## src/rtl/pipeline_control_unit.sv

```systemverilog
// Control and hazard unit for a 5-stage pipeline: ID decode, ID/EX, EX/MEM and MEM/WB
// control registers, EX forwarding selects, load-use/branch stalls and branch redirect.
module pipeline_control_unit #(
  parameter int unsigned XLEN = 32,
  parameter int unsigned RW   = 5
) (
  input  logic            clk,
  input  logic            rst,
  input  logic [XLEN-1:0] instrD,
  input  logic            eqD,
  output logic            regWrite,
  output logic            regDst,
  output logic            aluSrcB,
  output logic [2:0]      aluControl,
  output logic            memWrite,
  output logic            mem2Reg,
  output logic            pcSrc,
  output logic [1:0]      fad,
  output logic [1:0]      fbd,
  output logic            flush,
  output logic            stall
);

  localparam int unsigned AW = 3;

  localparam logic [5:0] OP_RTYPE = 6'h00;
  localparam logic [5:0] OP_LW    = 6'h23;
  localparam logic [5:0] OP_SW    = 6'h2B;
  localparam logic [5:0] OP_BEQ   = 6'h04;
  localparam logic [5:0] OP_ADDI  = 6'h08;

  localparam logic [AW-1:0] ALU_ADD = 3'b010;
  localparam logic [AW-1:0] ALU_SUB = 3'b110;
  localparam logic [AW-1:0] ALU_AND = 3'b000;
  localparam logic [AW-1:0] ALU_OR  = 3'b001;
  localparam logic [AW-1:0] ALU_SLT = 3'b111;

  typedef struct packed {
    logic          reg_write;
    logic          mem2reg;
    logic          mem_write;
    logic          alu_src_b;
    logic          reg_dst;
    logic [AW-1:0] alu_ctrl;
    logic [RW-1:0] rs;
    logic [RW-1:0] rt;
    logic [RW-1:0] rd;
  } id_ex_t;

  typedef struct packed {
    logic          reg_write;
    logic          mem2reg;
    logic          mem_write;
    logic [RW-1:0] write_reg;
  } ex_mem_t;

  typedef struct packed {
    logic          reg_write;
    logic          mem2reg;
    logic [RW-1:0] write_reg;
  } mem_wb_t;

  logic [5:0]    op_d;
  logic [5:0]    funct_d;
  logic [RW-1:0] rs_d;
  logic [RW-1:0] rt_d;
  logic          branch_d;
  logic          lw_stall;
  logic          br_stall;
  logic [RW-1:0] write_reg_e;
  logic          unused_bits;

  id_ex_t  dec_d;
  id_ex_t  id_ex_d,  id_ex_q;
  ex_mem_t ex_mem_d, ex_mem_q;
  mem_wb_t mem_wb_d, mem_wb_q;

  assign op_d        = instrD[31:26];
  assign funct_d     = instrD[5:0];
  assign rs_d        = instrD[21 +: RW];
  assign rt_d        = instrD[16 +: RW];
  assign unused_bits = ^{instrD[10:6]};

  // ID-stage decode; unknown op/funct fall through to an all-zero nop
  always_comb begin
    dec_d    = '0;
    branch_d = 1'b0;
    dec_d.rs = rs_d;
    dec_d.rt = rt_d;
    dec_d.rd = instrD[11 +: RW];
    case (op_d)
      OP_RTYPE: begin
        case (funct_d)
          6'h20: dec_d.alu_ctrl = ALU_ADD;
          6'h22: dec_d.alu_ctrl = ALU_SUB;
          6'h24: dec_d.alu_ctrl = ALU_AND;
          6'h25: dec_d.alu_ctrl = ALU_OR;
          6'h2A: dec_d.alu_ctrl = ALU_SLT;
          default: dec_d.alu_ctrl = ALU_AND;
        endcase
        if (funct_d inside {6'h20, 6'h22, 6'h24, 6'h25, 6'h2A}) begin
          dec_d.reg_write = 1'b1;
          dec_d.reg_dst   = 1'b1;
        end
      end
      OP_LW: begin
        dec_d.reg_write = 1'b1;
        dec_d.alu_src_b = 1'b1;
        dec_d.mem2reg   = 1'b1;
        dec_d.alu_ctrl  = ALU_ADD;
      end
      OP_SW: begin
        dec_d.mem_write = 1'b1;
        dec_d.alu_src_b = 1'b1;
        dec_d.alu_ctrl  = ALU_ADD;
      end
      OP_BEQ: begin
        branch_d       = 1'b1;
        dec_d.alu_ctrl = ALU_SUB;
      end
      OP_ADDI: begin
        dec_d.reg_write = 1'b1;
        dec_d.alu_src_b = 1'b1;
        dec_d.alu_ctrl  = ALU_ADD;
      end
      default: dec_d = '0;
    endcase
  end

  // Hazard detection; register 0 never matches
  always_comb begin
    write_reg_e = id_ex_q.reg_dst ? id_ex_q.rd : id_ex_q.rt;
    lw_stall    = id_ex_q.mem2reg && (id_ex_q.rt != '0) &&
                  ((id_ex_q.rt == rs_d) || (id_ex_q.rt == rt_d));
    br_stall    = branch_d &&
                  ((id_ex_q.reg_write && (write_reg_e != '0) &&
                    ((write_reg_e == rs_d) || (write_reg_e == rt_d))) ||
                   (ex_mem_q.mem2reg && (ex_mem_q.write_reg != '0) &&
                    ((ex_mem_q.write_reg == rs_d) || (ex_mem_q.write_reg == rt_d))));
  end

  assign stall = lw_stall | br_stall;
  assign pcSrc = branch_d & eqD & ~stall;
  assign flush = pcSrc;

  function automatic logic [1:0] fwd_sel(input logic [RW-1:0] src,
                                         input logic          wr_m,
                                         input logic [RW-1:0] reg_m,
                                         input logic          wr_w,
                                         input logic [RW-1:0] reg_w);
    if ((src != '0) && wr_m && (reg_m == src))      return 2'b10;
    else if ((src != '0) && wr_w && (reg_w == src)) return 2'b01;
    else                                            return 2'b00;
  endfunction

  assign fad = fwd_sel(id_ex_q.rs, ex_mem_q.reg_write, ex_mem_q.write_reg,
                       mem_wb_q.reg_write, mem_wb_q.write_reg);
  assign fbd = fwd_sel(id_ex_q.rt, ex_mem_q.reg_write, ex_mem_q.write_reg,
                       mem_wb_q.reg_write, mem_wb_q.write_reg);

  // Next-state for the pipeline control registers; a stall injects a bubble into EX
  always_comb begin
    id_ex_d            = stall ? '0 : dec_d;
    ex_mem_d.reg_write = id_ex_q.reg_write;
    ex_mem_d.mem2reg   = id_ex_q.mem2reg;
    ex_mem_d.mem_write = id_ex_q.mem_write;
    ex_mem_d.write_reg = write_reg_e;
    mem_wb_d.reg_write = ex_mem_q.reg_write;
    mem_wb_d.mem2reg   = ex_mem_q.mem2reg;
    mem_wb_d.write_reg = ex_mem_q.write_reg;
  end

  always_ff @(posedge clk) begin
    if (!rst) begin
      id_ex_q  <= '0;
      ex_mem_q <= '0;
      mem_wb_q <= '0;
    end else begin
      id_ex_q  <= id_ex_d;
      ex_mem_q <= ex_mem_d;
      mem_wb_q <= mem_wb_d;
    end
  end

  assign regDst     = id_ex_q.reg_dst;
  assign aluSrcB    = id_ex_q.alu_src_b;
  assign aluControl = id_ex_q.alu_ctrl;
  assign memWrite   = ex_mem_q.mem_write;
  assign regWrite   = mem_wb_q.reg_write;
  assign mem2Reg    = mem_wb_q.mem2reg;

endmodule

```

## config.mk

```make
export PLATFORM = sky130hd
export DESIGN_NAME = pipeline_control_unit
export DESIGN_NICKNAME = d
export VERILOG_FILES = /design/src/rtl/pipeline_control_unit.sv
export SDC_FILE = /design/constraint.sdc
export NUM_CORES = 1
export LEC_CHECK = 0
export ABC_CLOCK_PERIOD_IN_PS = 4700
export CAP_MARGIN = 20
export CORE_UTILIZATION = 60
export DETAILED_ROUTE_END_ITERATION = 8
export DONT_BUFFER_PORTS = 1
export PLACE_DENSITY_LB_ADDON = 0.3
export RECOVER_POWER = 100
export SETUP_SLACK_MARGIN = 0.2
export SLEW_MARGIN = 20
export SYNTH_ARGS = -nofsm -noshare
export SYNTH_HDL_FRONTEND = slang
export SYNTH_SLANG_ARGS = --single-unit
```

## constraint.sdc

```tcl
create_clock -name clk -period 4.7 [get_ports clk]
set_input_delay 0.705 -clock clk [delete_from_list [all_inputs] [get_ports clk]]
set_output_delay 0.705 -clock clk [all_outputs]
set_load 0.02 [all_outputs]
```

==> metrics.md <==
| Metric | Value |
|---|---|
| Status | finished clean |
| Layout cells sized above 1 | 10.0% |
| Number of enable flip-flop cells after synthesis | 0 |
| Die X | 63.4 µm |
| Leakage | around 0.72 nW |
| Std cell rows | 21 |
| Clock Latency Late Sink | 0.29 ns |
| Critical Path RT | 3.99 ns |
| Root buf cell | clkbuf_8 |
| CTS buffer count | 5 |
| Antenna violations before repair | 0 |
| IO buf count | 0 |
| Clock buffer depth | 2 |
| Vias in the first global route | 1,532 |
| Area Growth Syn to Fin | -4.04% |
| Register Area | approximately 760 µm² |
| Clock Power Share | about a third |
| CP max-delay cell | nor4b_1 |
| Hold WC Path Type | reg2reg |
| DIE HEIGHT | 63.4 µm |
| Diode count | 0 |
| Peak supply drop | between 0.2 and 0.25 mV |
| Setup_tns | 0 ns |
| Yosys top cell area share | approximately a third |
| Drt pass-1 iters | 4 |
| Power share of the combinational group | 9.2% |
| DR WL/cell | 16.3 µm |
| Placer Congestion | roughly 0.96 |
| Largest net degree at the start of global routing | 22 |
| Unrepaired setup endpoints after global routing | no |
| Hold Vio Cnt, Final | 0 |
| Antenna violation net count after detailed routing | 0 |
| Most frequent cells in the layout | 48 x xnor2_1, 38 x dfxtp_1, 21 x nor4_1 |
| Sequential area share after synthesis | about a third |
| Core Util, Final | a little over three fifths |
| Cell taking the most area after synthesis | dfxtp_1 |
| Yosys Warn Count | 0 |
| Cell variety after synth | 47 |
| Crit Path Max Fanout | 4 |
| Post-Syn Instances | 243 |
| Total GRT Usage | 24.2% |
| Ports | 50 |
| Core area | 3470 µm² |
| Starting density of the core | 65.2% |
| Syn nets | around 280 |
| Final period util | 85.7% |
| Nets@finish | 265 |
| Number of register bits inferred by synthesis | 38 |
| Vias post-DR | 1,626 |
| Post-DP HPWL | 3400 µm |
| Syn_area_per_cell | around 9.3 µm² |
| Clk slew on worst S/H paths | 0.06 ns |
| Power Density | 272 nW/µm² |
| Post-synth ARST share | 0% |
| PostCTS Resize Cnt | 0 |
| Htree depth | 2 |
| Most common flop cell mapped by yosys | dfxtp_1 |
| Fillers | 340 |
| Routed vias/inst | 5.89 |
| Setup Fix Bufs, Post-CTS | 0 |
| Measured slew at the worst slew-check pin | between 0.9 and 1 ns |
| Commonest non-fill, non-tap cell in the layout | xnor2_1 |
| Max stage delay on crit path | 0.81 ns |
| Crit. End Element | primary output |
| CP Class | in2out |
| Internal power | 0.452 mW |
| CTS tree | built |
| Minimum clock period | 4.03 ns |
| Clock skew | 0.00549 ns |
| Initial DRC Count | a little under 70 |
| # setup viols final | 0 |
| Hold Buf Count CTS | 0 |
| Rel. slew slack | about a third |
| Multi-input gate area | roughly 1300 µm² |
| Post-route DRC | 0 |
| Die area | 4020 µm² |
| First-pass GRT wire length | 7420 µm |
| Final WL | around 4500 µm |
| Cell Chain, Critical Path | or3_1, nor4b_1, o2111ai_2, or4_1, nand3_1, nor2_1 |
| Max Cap Viol | 0 |
| Sink Count | 38 |
| Startpoint types | input port |
| Sw Pwr | 0.137 mW |
| Total gr overflow | 0 |
| WP data arrival | 3.32 ns |
| Slew Limit Fails | 0 |
| Synthesized area | about 2300 µm² |
| Largest cells by area after synthesis | dfxtp_1 34%, xnor2_1 19%, nor4_2 5.0% |
| Seq pwr share | 55.9% |
| Fmax | 0.248 GHz |
| Switching share of power | 23.3% |
per-stage QoR:
step	setup slack [ns]	cell area, µm²	hold WS [ns]	instances	total power, mW
global placement	1.24	2180	0.417	269	0.393
finish	0.672	2170	0.436	276	0.590
CTS	1.08	2260	0.436	276	0.597
detailed placement	1.20	2180	0.421	269	0.395
floorplan	1.26	2260	0.412	243	0.390
global route	0.543	2170	0.465	276	0.615
worst max-delay path, delay by kind of cell:
| kind | cells | cell delay (ns) |
|---|---|---|
| and+or+nand+nor | 5 | 2.34 |
| AOI/OAI and AO/OA | 1 | 0.28 |
registers in the layout, indices dropped and copies added, names as in the netlist:
name        cells
mem_wb_q        5
ex_mem_q        7
aluSrcB         1
regDst          1
id_ex_q        15
ex_mem_d        3
regWrite        1
mem2Reg         1
memWrite        1
aluControl      3
power groups by stage:
stage | clock network, mW | registers, mW | logic (mW)
6_report | 0.206 | 0.330 | 0.0540
5_1_grt | 0.225 | 0.330 | 0.0597
4_1_cts | 0.210 | 0.330 | 0.0574
3_5_place_dp | 0 | 0.337 | 0.0573
3_3_place_gp | 0 | 0.337 | 0.0557
2_1_floorplan | 0 | 0.334 | 0.0559
cells in the mapped netlist (2+ instances only):
master / number
mux2i_1: 3
or3_1: 3
dfxtp_1: 38
nor4_1: 14
xor2_1: 2
buf_4: 4
nor4_2: 9
and2_1: 10
nand2_1: 13
a31oi_1: 2
a21oi_1: 4
inv_1: 4
nand2b_1: 7
or4_4: 2
nand4_1: 4
or2b_2: 9
xnor2_1: 48
nand3_1: 8
o22ai_1: 2
nor2_1: 14
mux2i_2: 2
clkbuf_1: 11
nor3_1: 5
buf_6: 2
layout make-up:
cell class | instances | area share (%)
flip-flops and latches | 38 | 35.0
inverters | 4 | 0.692
multi-input cells | 180 | 57.6
clock buffers | 5 | 3.17
well taps | 46 | 2.65
clock inverters | 2 | 0.461
repair buffers | 1 | 0.346
worst paths after layout:
check	cells after the start	slack, ns	to	from
min reg2reg	1	0.44	memWrite	ex_mem_d[5]
max reg2reg	6	1.76	id_ex_q[10]	regDst
min	1	0.44	memWrite	ex_mem_d[5]
max	6	0.67	flush	instrD[26]
metal layers:
metal	part of all wire [%]	track usage [%]	up-vias
li1	-	-	805
met1	47	30.9	767
met2	46	37.4	47
met3	5.4	6.88	7
met4	1.7	10.8	0
met5	0	0	-
logic make-up (layout without fill, tap and decap cells):
kind of cell           after synthesis  after routing  synth area share (%)
XOR/XNOR                            50             50                  19.4
flip-flops                          38             38                  33.6
AND/OR/NAND/NOR                    109            109                  32.1
multiplexers                         5              5                  2.54
AO/OA/AOI/OAI                       16             16                  5.20
buffers and inverters               25             12                  7.19
(Power assumes the default switching activity.)
